==> src/rtl/oport_uart_tx_if.sv <==
// Output-port write strobe/data from the CPU plus UART transmitter line and FIFO status.
interface oport_uart_tx_if #(
  parameter int DEPTH_LOG2 = 2
);
  logic                wr_en;
  logic [7:0]          wr_data;
  logic                tx;
  logic                busy;
  logic                empty;
  logic                full;
  logic [DEPTH_LOG2:0] level;
  logic                overflow;

  modport master (
    output wr_en, wr_data,
    input  tx, busy, empty, full, level, overflow
  );

  modport slave (
    input  wr_en, wr_data,
    output tx, busy, empty, full, level, overflow
  );
endinterface

==> src/rtl/oport_uart_tx.sv <==
// Buffers CPU output-port bytes in a small FIFO and sends them as UART 8N1.
// state | meaning
// IDLE  | line high, pops the next byte as soon as the FIFO is non-empty
// START | start bit (low) for one bit period
// DATA  | eight data bits, LSB first
// STOP  | stop bit (high) for one bit period
module oport_uart_tx #(
  parameter int CLKS_PER_BIT = 16,
  parameter int DEPTH_LOG2   = 2
) (
  input  logic            clk,
  input  logic            reset,
  oport_uart_tx_if.slave  bus
);
  localparam int DEPTH = 1 << DEPTH_LOG2;
  localparam int CNT_W = (CLKS_PER_BIT > 1) ? $clog2(CLKS_PER_BIT) : 1;

  typedef enum logic [1:0] {IDLE, START, DATA, STOP} state_t;

  state_t                state, state_nxt;
  logic [CNT_W-1:0]      baud_cnt, baud_cnt_nxt;
  logic [2:0]            bit_idx, bit_idx_nxt;
  logic [7:0]            shift, shift_nxt;
  logic                  tx_q, tx_nxt;

  logic [7:0]            mem [DEPTH];
  logic [DEPTH_LOG2-1:0] wr_ptr, rd_ptr;
  logic [DEPTH_LOG2:0]   level;
  logic                  overflow;
  logic                  fifo_empty, fifo_full, pop, push, baud_wrap;

  assign fifo_empty = (level == '0);
  assign fifo_full  = (level == (DEPTH_LOG2+1)'(DEPTH));
  assign pop        = (state == IDLE) && !fifo_empty;
  // A pop in the same cycle frees a slot, so a write to a full FIFO still lands.
  assign push       = bus.wr_en && (!fifo_full || pop);
  assign baud_wrap  = (baud_cnt == CNT_W'(CLKS_PER_BIT - 1));

  always_ff @(posedge clk or posedge reset) begin
    if (reset) begin
      wr_ptr   <= '0;
      rd_ptr   <= '0;
      level    <= '0;
      overflow <= 1'b0;
    end else begin
      if (push) wr_ptr <= wr_ptr + 1'b1;
      if (pop)  rd_ptr <= rd_ptr + 1'b1;
      case ({push, pop})
        2'b10:   level <= level + 1'b1;
        2'b01:   level <= level - 1'b1;
        default: level <= level;
      endcase
      if (bus.wr_en && !push) overflow <= 1'b1;
    end
  end

  always_ff @(posedge clk) begin
    if (push) mem[wr_ptr] <= bus.wr_data;
  end

  always_ff @(posedge clk or posedge reset) begin
    if (reset) begin
      state    <= IDLE;
      baud_cnt <= '0;
      bit_idx  <= '0;
      shift    <= '0;
      tx_q     <= 1'b1;
    end else begin
      state    <= state_nxt;
      baud_cnt <= baud_cnt_nxt;
      bit_idx  <= bit_idx_nxt;
      shift    <= shift_nxt;
      tx_q     <= tx_nxt;
    end
  end

  always_comb begin
    state_nxt    = state;
    baud_cnt_nxt = baud_cnt + 1'b1;
    bit_idx_nxt  = bit_idx;
    shift_nxt    = shift;
    case (state)
      IDLE: begin
        baud_cnt_nxt = '0;
        bit_idx_nxt  = '0;
        if (pop) begin
          state_nxt = START;
          shift_nxt = mem[rd_ptr];
        end
      end
      START: begin
        if (baud_wrap) begin
          state_nxt    = DATA;
          baud_cnt_nxt = '0;
          bit_idx_nxt  = '0;
        end
      end
      DATA: begin
        if (baud_wrap) begin
          baud_cnt_nxt = '0;
          if (bit_idx == 3'd7) begin
            state_nxt = STOP;
          end else begin
            shift_nxt   = shift >> 1;
            bit_idx_nxt = bit_idx + 1'b1;
          end
        end
      end
      STOP: begin
        if (baud_wrap) begin
          state_nxt    = IDLE;
          baud_cnt_nxt = '0;
        end
      end
      default: state_nxt = IDLE;
    endcase
  end

  // Line level is computed for the upcoming state so the flop holds it for the whole bit.
  always_comb begin
    tx_nxt = 1'b1;
    case (state_nxt)
      START:   tx_nxt = 1'b0;
      DATA:    tx_nxt = shift_nxt[0];
      default: tx_nxt = 1'b1;
    endcase
  end

  assign bus.tx       = tx_q;
  assign bus.busy     = (state != IDLE);
  assign bus.empty    = fifo_empty;
  assign bus.full     = fifo_full;
  assign bus.level    = level;
  assign bus.overflow = overflow;
endmodule
==> src/flat_wrapper.sv <==
// flat-port wrapper written by rule: the top's interface ports become plain ports
module oport_uart_tx_flat 
#(
  parameter int CLKS_PER_BIT = 16,
  parameter int DEPTH_LOG2   = 2
)
  (clk, reset, bus_wr_en, bus_wr_data, bus_tx, bus_busy, bus_empty, bus_full, bus_level, bus_overflow);
  oport_uart_tx_if #(.DEPTH_LOG2(DEPTH_LOG2)) bus_i ();
  input  logic clk;
  input  logic reset;
  input wire logic [$bits(bus_i.wr_en)-1:0] bus_wr_en;
  input wire logic [$bits(bus_i.wr_data)-1:0] bus_wr_data;
  output wire logic [$bits(bus_i.tx)-1:0] bus_tx;
  output wire logic [$bits(bus_i.busy)-1:0] bus_busy;
  output wire logic [$bits(bus_i.empty)-1:0] bus_empty;
  output wire logic [$bits(bus_i.full)-1:0] bus_full;
  output wire logic [$bits(bus_i.level)-1:0] bus_level;
  output wire logic [$bits(bus_i.overflow)-1:0] bus_overflow;
  assign bus_i.wr_en = bus_wr_en;
  assign bus_i.wr_data = bus_wr_data;
  assign bus_tx = bus_i.tx;
  assign bus_busy = bus_i.busy;
  assign bus_empty = bus_i.empty;
  assign bus_full = bus_i.full;
  assign bus_level = bus_i.level;
  assign bus_overflow = bus_i.overflow;
  oport_uart_tx #(.CLKS_PER_BIT(CLKS_PER_BIT), .DEPTH_LOG2(DEPTH_LOG2)) u_core (.clk(clk), .reset(reset), .bus(bus_i));
endmodule
==> config.mk <==
export PLATFORM = sky130hd
export DESIGN_NAME = oport_uart_tx_flat
export DESIGN_NICKNAME = d
export VERILOG_FILES = /design/src/rtl/oport_uart_tx_if.sv /design/src/rtl/oport_uart_tx.sv /design/src/flat_wrapper.sv
export SDC_FILE = /design/constraint.sdc
export NUM_CORES = 1
export LEC_CHECK = 0
export BUFFER_PORTS_ARGS = -buffer_cell sky130_fd_sc_hd__buf_2
export CORE_MARGIN = 2
export CORE_UTILIZATION = 59
export CTS_CLUSTER_SIZE = 10
export DETAILED_ROUTE_END_ITERATION = 10
export GPL_TIMING_DRIVEN = 0
export HOLD_SLACK_MARGIN = 0.03
export PLACE_DENSITY = 0.78
export SYNTH_ARGS = -nofsm -noshare
export SYNTH_HDL_FRONTEND = slang
export SYNTH_SLANG_ARGS = --single-unit
==> constraint.sdc <==
create_clock -name clk -period 2.3 [get_ports clk]
set_input_delay 0.46 -clock clk [delete_from_list [all_inputs] [get_ports clk]]
set_output_delay 0.46 -clock clk [all_outputs]
set_load 0.03 [all_outputs]
# Yosys cells after proc, flatten, opt, wreduce, memory -nomap -nowiden
# Memory sizes are Yosys's and may differ from the RTL's.
# Index checks and enable logic that the tools add are counted.
# op_classes
add_sub_neg,6
n_eq_ne,14
mux,20
n_reduce_logical,16
# ops
cell,count
8-bit two-way mux,3
8-bit case mux with 2 select lines,1
2-bit two-way mux,5
3-bit two-way mux,3
3-bit case mux with 3 select lines,1
2-bit equality test (second input constant),4
2-bit case mux with 4 select lines,1
4-bit case mux with 2 select lines,1
4-bit AND reduction,2
3-bit by 1-bit adder with 3-bit output (second input constant),2
2-bit by 1-bit equality test with 1-bit output (second input constant),3
3-bit equality test (second input constant),2
2-bit by 1-bit inequality test with 1-bit output (second input constant),3
3-bit case mux with 2 select lines,1
2-bit nonzero test,3
2-bit by 1-bit adder with 2-bit output (second input constant),2
4-bit by 1-bit adder with 4-bit output (second input constant),1
4-bit equality test (second input constant),1
4-bit two-way mux,1
1-bit logical AND,3
1-bit zero test,3
3-bit zero test,1
3-bit nonzero test,1
3-bit OR reduction,1
6 further kinds,7
# totals
ff_bits,26
ramBits,32
in_bits,11
out_inout_bits,8
elab_cells,67
memories,1
# memory_table
memory,words,width,read_ports,rd_clocked_by_memory_dff,wr,line_no,text
u_core.mem,4,8,1,0,1,oport_uart_tx.sv:26,logic [7:0] mem [DEPTH];

# Logic depth before layout (Yosys ltp)
# Gate-level depths: netlist of run 1.
# logic_depth
word_depth,7
mapped_depth,8
mapped_depth_nobuf,8

# Worst setup path after synthesis of run 1
# No wires, ideal clock.
# synth_path
kind,register to register
start,"register u_core.level[2], in the netlist u_core.bus.level[2]"
end,"register u_core.level[1], in the netlist u_core.bus.level[1]"
setup_time_ps,87
arrival_time_ps,2262
t_required_ps,2213
setup_slack_ps,-49
stages_incl_launch_ff,9
n_path_buf,0
path_cell_list,dfrtp_1 or3_1 inv_1 nor3_2 nand2b_1 fa_1 a31oi_1 o221ai_1 a22oi_1
# synth_between
elab_chain_len,7
word_cells_on_any_way,11
classes_between,eq/ne (3); mux (1); reduce/logical (7)
# synth_rtl
element,line_no,text
start: declaration,oport_uart_tx.sv:28,logic [DEPTH_LOG2:0] level;
start signal: assignment,oport_uart_tx.sv:49,2'b10: level <= level + 1'b1;
start signal: assignment,oport_uart_tx.sv:50,2'b01: level <= level - 1'b1;
start signal: assignment,oport_uart_tx.sv:51,default: level <= level;
3-bit zero test (*),oport_uart_tx.sv:32,assign fifo_empty = (level == '0);
via bus_empty,flat_wrapper.sv:15,output wire logic [$bits(bus_i.empty)-1:0] bus_empty;
1-bit zero test (*),oport_uart_tx.sv:34,assign pop = (state == IDLE) && !fifo_empty;
1-bit logical AND (*),oport_uart_tx.sv:34,
1-bit logical OR,oport_uart_tx.sv:36,assign push = bus.wr_en && (!fifo_full || pop);
1-bit logical AND,oport_uart_tx.sv:36,
2-bit by 1-bit equality test with 1-bit output or 2-bit equality test (tied branches),oport_uart_tx.sv:48,"case ({push, pop})"
3-bit case mux with 2 select lines or 2-bit nonzero test (tied branches),-,
# The timed path passes the listed nets; every way through them passes the cells marked *.
# A chain may end at the register's enable or synchronous reset.

# Final worst setup path of run 1
# layout_path
start,register u_core.state[0]
end,output bus_busy
# layout_between
elab_chain_len,1
# layout_rtl
element,line_no,text
start: declaration,oport_uart_tx.sv:20,"state_t state, state_nxt;"
start signal: assignment,oport_uart_tx.sv:69,state <= state_nxt;
2-bit nonzero test,oport_uart_tx.sv:130,assign bus.busy = (state != IDLE);
end: declaration,flat_wrapper.sv:14,output wire logic [$bits(bus_i.busy)-1:0] bus_busy;
# Every way passes these cells.

==> results of run 1 <==
power by group through the flow:
stage / combinational (mW) / sequential (mW) / clock (mW)
floorplan: 0.903 / 1.65 / 0
global placement: 1.20 / 1.59 / 0
detailed placement: 1.27 / 1.61 / 0
CTS: 1.27 / 1.59 / 0.781
global route: 1.41 / 1.63 / 0.832
finish: 1.27 / 1.59 / 0.770
how the worst max path moves through the flow:
stage               slack, ns                       startpoint                         endpoint
finish                   0.05        u_core.state[0]$_DFF_PP0_                         bus_busy
global route            -0.07        u_core.state[0]$_DFF_PP0_                         bus_busy
CTS                      0.01        u_core.state[1]$_DFF_PP0_  u_core.bus.level[1]$_DFFE_PP0P_
detailed placement       0.05        u_core.state[1]$_DFF_PP0_  u_core.bus.level[1]$_DFFE_PP0P_
global placement         0.12        u_core.state[1]$_DFF_PP0_  u_core.bus.level[1]$_DFFE_PP0P_
floorplan                0.05  u_core.bus.level[2]$_DFFE_PP0P_  u_core.bus.level[1]$_DFFE_PP0P_
kinds of logic after synthesis:
family / after synthesis / synth area share (%)
xor gates and xnor gates: 9 / 3.11
adders and majority gates: 8 / 4.25
DFF: 58 / 63.7
and+or+nand+nor: 37 / 9.54
AOI/OAI and AO/OA: 29 / 8.80
muxes: 10 / 7.95
buffers and inverters: 17 / 2.67
worst max-delay path: cells and delay by family (launching register included):
family | cells | cell delay (ns)
buffers and inverters | 4 | 0.78
flip-flops | 1 | 0.35
AND/OR/NAND/NOR | 1 | 0.30
repair_timing:
item,4_1_cts,5_1_grt
endpoints found under the hold margin,0,0
pin swaps,0,1
endpoints found under the setup margin,1,3
gates resized for setup,1,3
synth_stat cells (all sizes together), types with 5 or more instances:
library cell / instances / area, um2
a221o: 6 / 60.1
and3: 7 / 45.1
clkbuf: 5 / 18.8
dfrtp: 25 / 626
edfxtp: 32 / 961
ha: 7 / 87.6
inv: 9 / 33.8
mux4: 8 / 180
nand2: 6 / 22.5
nor2: 6 / 30.0
o21ai: 6 / 30.0
xnor2: 6 / 52.6
sequential cells by signal (all words and copies together) (netlist names):
signal,cells
u_core.bus.tx,1
u_core.wr_ptr,2
u_core.bus.overflow,1
u_core.rd_ptr,2
u_core.bus.level,3
u_core.state,2
u_core.baud_cnt,4
u_core.bit_idx,3
u_core.mem,32
u_core.shift,8
cell type report:
class	count	share of cell area (%)
buffer	8	1.18
clock buffer	11	4.95
clock inverter	5	0.701
inverter	9	1.18
multi-input combinational	93	30.3
sequential	58	56.5
tap	50	2.19
timing repair buffer	17	2.98
routing by layer:
metal  part of all wire, %  global-route usage [%]  routed length, um
met1                    42                    23.8               1760
met2                    51                    32.1               2140
met3                   4.9                    7.12                203
met4                   1.6                    9.15                 68
met5                     0                       0                  0
through the flow:
stage	hold WS (ns)	setup TNS (ns)	worst slack (ns)
after global routing	0.332	-0.0704	-0.0704
after floorplan	0.466	0	0.0515
after detailed placement	0.457	0	0.0457
after global placement	0.456	0	0.124
final	0.332	0	0.0501
after CTS	0.326	0	0.0111
==> results.py, run 1 <==
metrics = {
    "timing": {
        "timing.slew.headroom_pct": 36.9,
        "worstMarginPinSlew_ns": 0.945,
        "setup-violations-final": 0,
        "fmax_ghz": 0.444,
        "finalMaxSlewViolations": 0,
        "clock_skew_ns": 0.00674,
        "rsz0062_at_grt": "true",
        "period_share_pct": 97.8,
        "finalHoldViolCount": 0,
        "period_minus_slack_ns": 2.25,
    },
    "worst_setup_path": {
        "ff2ff_setup_slack_ns": 0.15,
        "cp_max_fo": 10,
        "crit_top_cell": "buf_2",
        "critPathRequiredTime_ns": 1.84,
        "slowest_delay_ns": 0.35,
        "r2r_start": "u_core.bus.level[2]$_DFFE_PP0P_",
        "crit_arrival_ns": 1.79,
        "worstSetupPathType": "flip-flop to primary output",
        "cp_slowest_cell": "dfrtp_1",
        "path_cells": "buf_2 -> nor2_2 -> buf_2 -> inv_1 -> buf_2",
        "r2r-end": "u_core.bus.level[1]$_DFFE_PP0P_",
        "cp-end-kind": "primary output",
        "r2r.worst_path.cells": 8,
        "cp-start-kind": "flip-flop",
    },
    "pwr": {
        "sequentialPowerShare_pct": 43.9,
        "finalPower_mw": 3.63,
        "p_leak_nw": 1.15,
        "switchingPower_mw": 1.25,
        "swShare_pct": 34.4,
        "max-vdd-ir-drop_mv": 0.655,
        "comb_power_share_pct": 34.8,
        "pwr-share-clk_pct": 21.2,
        "p_int_mw": 2.38,
        "power_density_nw_per_um2": 1270,
    },
    "synth": {
        "synth.distinct_cells": 44,
        "seq_area_frac_synth_pct": 63.7,
        "syn_nets": 187,
        "synth_warnings": 0,
        "syn_area_um2": 2530,
        "async_flop_share_pct": 44.8,
        "syn-instance-count": 168,
        "synth-edff-count": 32,
        "ys.flop_type": "edfxtp_1",
        "synth.avg_cell_area_um2": 15.1,
        "ys_ff_latch": 58,
    },
    "floorplan": {
        "rows": 23,
        "die_x_um": 69.5,
        "die-area_um2": 4830,
        "core-area_um2": 4060,
        "start_util_pct": 62.4,
        "fp.dieH_um": 69.5,
        "io_pins": 19,
    },
    "placement": {
        "place_congestion": 0.744,
        "dp.cells": 235,
        "io_buffers": 17,
        "dp_hpwl_um": 2870,
        "placed_area_um2": 2680,
    },
    "cts": {
        "clockBufferDepth": 2,
        "cts-root-buf": "clkbuf_8",
        "clock-sinks": 58,
        "htreeDepth": 3,
        "clk_pin_slew_ns": 0.06,
        "cts_tree": "yes",
        "cts-buffers-inserted": 9,
        "clock_latency_ns": 0.34,
        "cts_setup_buffers": 0,
        "cts_hold_buf": 0,
    },
    "global_routing": {
        "grt_pass1_vias": 1530,
        "grt-ovfl-total": 0,
        "grt_max_degree": 27,
        "antenna_found_initial": 0,
        "grt_first_pass_wirelength_um": 7090,
        "gr-usage-all-layers_pct": 19.8,
    },
    "final_layout": {
        "multi_input_area_um2": 866,
        "final_nets": 215,
        "register_area_um2": 1610,
        "final_util_pct": 70.4,
        "final_common_cell": "edfxtp_1",
        "mostFrequentLayoutCells": "32 x edfxtp_1, 25 x dfrtp_1, 20 x buf_2, 10 x clkbuf_8",
        "flow.area_growth_from_synthesis_pct": 12.7,
        "design_area_um2": 2860,
        "stdcell_count": 251,
        "drive_gt1_share_pct": 27.4,
        "n_fill_cell": 277,
        "n_antenna_cell": 0,
    },
    "route": {
        "vias": 1466,
        "wl_um": 4180,
        "antenna_left": 0,
        "initialDrtViolationCount": 54,
        "drcViolationCount": 0,
        "wl_per_cell_um": 16.7,
        "viasPerCell": 5.84,
        "drtPass1Iterations": 4,
    },
    "worst_hold_path": {
        "hold_class": "primary input to async pin",
    },
    "flow_run": {
        "maxCapViolCount": 0,
    },
    "outcome": {
        "status": "complete, no violations",
    },
}
(Power assumes the default switching activity.)
==> run 2, diff against run 1 <==
--- a/config.mk
+++ b/config.mk
@@ -13,6 +13,7 @@
 export GPL_TIMING_DRIVEN = 0
 export HOLD_SLACK_MARGIN = 0.03
 export PLACE_DENSITY = 0.78
+export SETUP_SLACK_MARGIN = 0.1
 export SYNTH_ARGS = -nofsm -noshare
 export SYNTH_HDL_FRONTEND = slang
 export SYNTH_SLANG_ARGS = --single-unit
==> run 2 against run 1 <==
Effect of this change: global-route usage grew 0.22 points; combinational power is essentially flat; largest cell class unchanged; utilization grew 1.7 points; critical path depth grew 3; non-clock buffer count grew 7; first-iteration DRC count grew 93%; setup slack gained 0.12 ns; highest routed layer unchanged; clock power grew 4.7%.
==> results.py, run 2 (synthesized netlist as in run 1, its figures left out) <==
metrics = {
    "outcome": {
        "status": "complete, no violations",
    },
    "route": {
        "initialDrtViolationCount": 104,
        "wl_per_cell_um": 16.5,
        "dr_wl_met3_um": 154,
        "wl_um": 4260,
        "antenna_left": 0,
        "route.met2.wl_um": 2190,
        "wirelength_met1_um": 1820,
        "drcViolationCount": 0,
        "drtPass1Iterations": 4,
        "routed.top_layer": "met4",
        "viasPerCell": 5.76,
        "vias": 1486,
    },
    "cts": {
        "clock-sinks": 58,
        "cts_hold_buf": 0,
        "clockBufferDepth": 2,
        "cts-root-buf": "clkbuf_8",
        "cts-buffers-inserted": 9,
        "cts_tree": "yes",
        "clk_pin_slew_ns": 0.06,
        "htreeDepth": 3,
        "clock_latency_ns": 0.33,
    },
    "final_layout": {
        "drive_gt1_share_pct": 31.7,
        "mostFrequentLayoutCells": "32 x edfxtp_1, 23 x dfrtp_1, 19 x buf_2, 11 x clkbuf_8",
        "multi_input_area_um2": 866,
        "final_common_cell": "edfxtp_1",
        "n_fill_cell": 285,
        "flow.area_growth_from_synthesis_pct": 15.5,
        "largestRegisters": "u_core.mem: 32 flops, u_core.shift: 8 flops, u_core.baud_cnt: 4 flops",
        "final_nets": 222,
        "n_antenna_cell": 0,
        "register_area_um2": 1620,
        "top_register": "u_core.mem",
        "largest_reg_flops": 32,
    },
    "timing": {
        "setup_ws_ns": 0.173,
        "finalHoldViolCount": 0,
        "tns_ns": 0,
        "timing.slew.headroom_pct": 36.3,
        "holdWs_ns": 0.340,
        "rsz0062_at_grt": "true",
        "setup-violations-final": 0,
        "period_share_pct": 92.5,
        "fmax_ghz": 0.470,
        "clock_skew_ns": 0.00531,
        "period_minus_slack_ns": 2.13,
        "finalMaxSlewViolations": 0,
        "worstMarginPinSlew_ns": 0.955,
    },
    "floorplan": {
        "io_pins": 19,
        "rows": 23,
        "die-area_um2": 4830,
        "start_util_pct": 62.4,
        "core-area_um2": 4060,
        "fp.dieH_um": 69.5,
        "die_x_um": 69.5,
    },
    "pwr": {
        "switchingPower_mw": 1.26,
        "sequentialPowerShare_pct": 43.3,
        "p_leak_nw": 1.20,
        "power_density_nw_per_um2": 1270,
        "pwr-share-clk_pct": 21.7,
        "max-vdd-ir-drop_mv": 0.656,
        "comb_power_share_pct": 35.0,
        "swShare_pct": 34.0,
        "p_int_mw": 2.45,
    },
    "placement": {
        "place_congestion": 0.746,
        "pre_cts_ws_ns": 0.0244,
        "dp_hpwl_um": 2930,
        "io_buffers": 17,
    },
    "worst_setup_path": {
        "cp-start-kind": "flip-flop",
        "critPathRequiredTime_ns": 2.55,
        "r2r.worst_path.cells": 8,
        "cp-end-kind": "flip-flop",
        "worstSetupPathType": "flip-flop to flip-flop",
        "cp_max_fo": 5,
        "crit_arrival_ns": 2.37,
    },
    "global_routing": {
        "gr-usage-all-layers_pct": 20.0,
        "grt_pass1_vias": 1525,
        "grt_max_degree": 27,
        "grt_first_pass_wirelength_um": 7160,
        "antenna_found_initial": 0,
        "grt-ovfl-total": 0,
    },
    "flow_run": {
        "maxCapViolCount": 0,
    },
    "worst_hold_path": {
        "hold_class": "primary input to async pin",
    },
}
run 2: cell types whose count changed in the layout (fill, tap and decap cells not counted), sizes merged:
cell / before / now
buf: 21 / 26
clkbuf: 15 / 19
clkinv: 5 / 3
run 2: final cells by class:
cell class / instances / share of cell area [%]
well taps: 50 / 2.14
clock inverters: 3 / 0.513
inverters: 9 / 1.15
plain buffers: 8 / 1.24
flip-flops and latches: 58 / 55.2
clock buffers: 13 / 5.43
repair buffers: 24 / 4.70
multi-input cells: 93 / 29.6
run 2: through the flow:
stage / area, um2 / utilization (%) / std cells / power (mW)
after floorplan: 2530 / - / 168 / 2.56
after detailed placement: 2680 / 66.1 / 235 / 2.88
after global routing: 2930 / 72.1 / 258 / 3.95
final: 2930 / 72.1 / 258 / 3.71
after CTS: 2870 / 70.7 / 251 / 3.71
after global placement: 2680 / 66.1 / 235 / 2.79
run 2: path summary, 6_finish.rpt:
kind	from	slack (ns)	end
max in group asynchronous	reset	1.32	u_core.bus.level[2]$_DFFE_PP0P_
hold reg to reg	u_core.bus.overflow$_DFFE_PP0P_	0.48	u_core.bus.overflow$_DFFE_PP0P_
setup / recovery	u_core.bus.level[2]$_DFFE_PP0P_	0.17	u_core.bus.level[1]$_DFFE_PP0P_
hold / removal	reset	0.34	u_core.baud_cnt[2]$_DFF_PP0_
setup reg to reg	u_core.bus.level[2]$_DFFE_PP0P_	0.17	u_core.bus.level[1]$_DFFE_PP0P_
min in group clk	bus_wr_data[5]	0.34	u_core.mem[2][5]$_DFFE_PP_
run 2: metal layers:
metal / global-route usage (%) / vias up
li1: - / 708
met1: 23.5 / 736
met2: 33.2 / 32
met3: 4.94 / 10
met4: 12.2 / 0
met5: 0 / -
run 2: timing repair:
| action | 4_1_cts | 5_1_grt |
|---|---|---|
| setup endpoints to repair | 3 | 5 |
| resized for setup | 3 | 1 |
| buffers inserted | 0 | 7 |
| pin swaps | 1 | 3 |
run 2: worst max-delay path: stages (launching register included):
cell      delay (ns)
dfrtp_2         0.43
or3_1           0.41
inv_2           0.10
nor3_4          0.05
nand2b_1        0.11
fa_1            0.43
a31oi_1         0.17
o221ai_1        0.15
a22oi_1         0.19
run 2: power groups by stage:
| stage | registers (mW) | logic [mW] | clock network, mW |
|---|---|---|---|
| finish | 1.61 | 1.30 | 0.806 |
| global route | 1.64 | 1.44 | 0.871 |
| CTS | 1.61 | 1.28 | 0.826 |
| detailed placement | 1.62 | 1.26 | 0 |
| global placement | 1.59 | 1.20 | 0 |
| floorplan | 1.65 | 0.903 | 0 |
==> run 3, diff against run 2 <==
--- a/config.mk
+++ b/config.mk
@@ -6,13 +6,14 @@
 export NUM_CORES = 1
 export LEC_CHECK = 0
 export BUFFER_PORTS_ARGS = -buffer_cell sky130_fd_sc_hd__buf_2
+export CORE_ASPECT_RATIO = 1.1
 export CORE_MARGIN = 2
 export CORE_UTILIZATION = 59
 export CTS_CLUSTER_SIZE = 10
 export DETAILED_ROUTE_END_ITERATION = 10
 export GPL_TIMING_DRIVEN = 0
 export HOLD_SLACK_MARGIN = 0.03
-export PLACE_DENSITY = 0.78
+export PLACE_DENSITY_LB_ADDON = 0.12
 export SETUP_SLACK_MARGIN = 0.1
 export SYNTH_ARGS = -nofsm -noshare
 export SYNTH_HDL_FRONTEND = slang
==> run 3 against run 2 <==
Effect of this change: sequential power about the same; wire length is 3.7% higher; sequential share of layout area grew 1.1 points; power down 1.1%; critical path depth stayed put.
==> results.py, run 3 (synthesized netlist as in run 1, its figures left out) <==
metrics = {
    "timing": {
        "period_share_pct": 92.3,
        "setup_ws_ns": 0.178,
        "finalMaxSlewViolations": 0,
        "holdWs_ns": 0.333,
        "period_minus_slack_ns": 2.12,
        "timing.slew.headroom_pct": 34.6,
        "fmax_ghz": 0.471,
        "finalHoldViolCount": 0,
        "setup-violations-final": 0,
        "worstMarginPinSlew_ns": 0.979,
        "rsz0062_at_grt": "true",
        "tns_ns": 0,
        "clock_skew_ns": 0.00756,
    },
    "cts": {
        "clk_pin_slew_ns": 0.06,
        "clockBufferDepth": 2,
        "htreeDepth": 3,
        "cts_tree": "yes",
        "clock_latency_ns": 0.34,
        "cts-root-buf": "clkbuf_8",
        "cts-buffers-inserted": 9,
        "clock-sinks": 58,
    },
    "route": {
        "initialDrtViolationCount": 103,
        "drtPass1Iterations": 4,
        "antenna_left": 0,
        "wl_um": 4420,
        "drcViolationCount": 0,
        "viasPerCell": 5.87,
        "wl_per_cell_um": 17.4,
        "vias": 1492,
    },
    "worst_setup_path": {
        "worstSetupPathType": "flip-flop to flip-flop",
        "cp-start-kind": "flip-flop",
        "critPathRequiredTime_ns": 2.55,
        "crit_arrival_ns": 2.37,
        "cp-end-kind": "flip-flop",
        "cp_max_fo": 5,
    },
    "outcome": {
        "status": "complete, no violations",
    },
    "global_routing": {
        "grt_max_degree": 27,
        "antenna_found_initial": 0,
        "gr-usage-all-layers_pct": 21.5,
        "grt_first_pass_wirelength_um": 7270,
        "grt-ovfl-total": 0,
        "grt_pass1_vias": 1578,
    },
    "pwr": {
        "finalPower_mw": 3.67,
        "p_leak_nw": 1.16,
        "max-vdd-ir-drop_mv": 0.968,
        "power_density_nw_per_um2": 1280,
    },
    "final_layout": {
        "largest_reg_flops": 32,
        "drive_gt1_share_pct": 29.2,
        "largestRegisters": "u_core.mem: 32 flops, u_core.shift: 8 flops, u_core.baud_cnt: 4 flops",
        "final_util_pct": 70.8,
        "final_common_cell": "edfxtp_1",
        "top_register": "u_core.mem",
        "n_antenna_cell": 0,
        "mostFrequentLayoutCells": "32 x edfxtp_1, 23 x dfrtp_1, 20 x buf_2, 10 x clkbuf_8",
        "final_nets": 216,
        "flow.area_growth_from_synthesis_pct": 13.3,
    },
    "placement": {
        "io_buffers": 17,
        "place_congestion": 0.687,
        "pre_cts_ws_ns": 0.0331,
        "dp_hpwl_um": 3040,
    },
    "floorplan": {
        "die-area_um2": 4830,
        "die_x_um": 66.5,
        "rows": 24,
        "core-area_um2": 4050,
        "fp.dieH_um": 72.7,
        "start_util_pct": 62.5,
        "io_pins": 19,
    },
    "flow_run": {
        "maxCapViolCount": 0,
    },
    "worst_hold_path": {
        "hold_class": "primary input to flip-flop",
    },
}
-- run 3: area by class of cell --
cell class	count	area (um2)
Fill cell	286	1180
Buffer	8	35.0
Inverter	9	33.8
Clock buffer	12	145
Sequential cell	58	1620
Clock inverter	4	17.5
Multi-Input combinational cell	93	866
Tap cell	52	65.1
Timing Repair Buffer	18	92.6
-- run 3: layer usage --
| metal | part of all wire (%) | wire length [um] | GRT usage (%) | vias to the layer above |
|---|---|---|---|---|
| li1 | - | - | - | 696 |
| met1 | 40 | 1770 | 24.6 | 755 |
| met2 | 54 | 2380 | 37.1 | 32 |
| met3 | 4.3 | 189 | 7.25 | 9 |
| met4 | 1.8 | 78 | 8.16 | 0 |
| met5 | 0 | 0 | 0 | - |
-- run 3: where the power goes --
| group | switching (mW) | internal [mW] | total, mW |
|---|---|---|---|
| clock network | 0.374 | 0.409 | 0.783 |
| registers | 0.177 | 1.43 | 1.61 |
| logic | 0.732 | 0.549 | 1.28 |
-- run 3: final timing paths --
path | start | end | slack, ns | cells after the start
max in group asynchronous | reset | u_core.bus.level[0]$_DFFE_PP0P_ | 1.29 | 2
min | bus_wr_data[7] | u_core.mem[0][7]$_DFFE_PP_ | 0.33 | 1
min in group asynchronous | reset | u_core.shift[2]$_DFFE_PP0P_ | 0.34 | 2
max | u_core.bus.level[2]$_DFFE_PP0P_ | u_core.bus.level[1]$_DFFE_PP0P_ | 0.18 | 8
min reg2reg | u_core.bus.overflow$_DFFE_PP0P_ | u_core.bus.overflow$_DFFE_PP0P_ | 0.48 | 1
max reg2reg | u_core.bus.level[2]$_DFFE_PP0P_ | u_core.bus.level[1]$_DFFE_PP0P_ | 0.18 | 8
-- run 3: metrics by stage --
stage                     instance area, um2  std cells
final                                   2870        254
after global routing                    2870        254
after CTS                               2860        253
after detailed placement                2690        237
after global placement                  2690        237
after floorplan                         2530        168
-- run 3: critical path, cell delays in order (launching register included) --
cell and delay [ns]:
dfrtp_2 0.43, or3_1 0.41, inv_2 0.11, nor3_4 0.05
nand2b_1 0.10, fa_1 0.43, a31oi_1 0.17, o221ai_1 0.14
a22oi_1 0.20
-- run 3: repair_timing --
item,CTS,global route
setup buffers,0,1
setup endpoints to repair,3,3
pin swaps,1,1
resized for setup,2,3
hold buffers,0,0
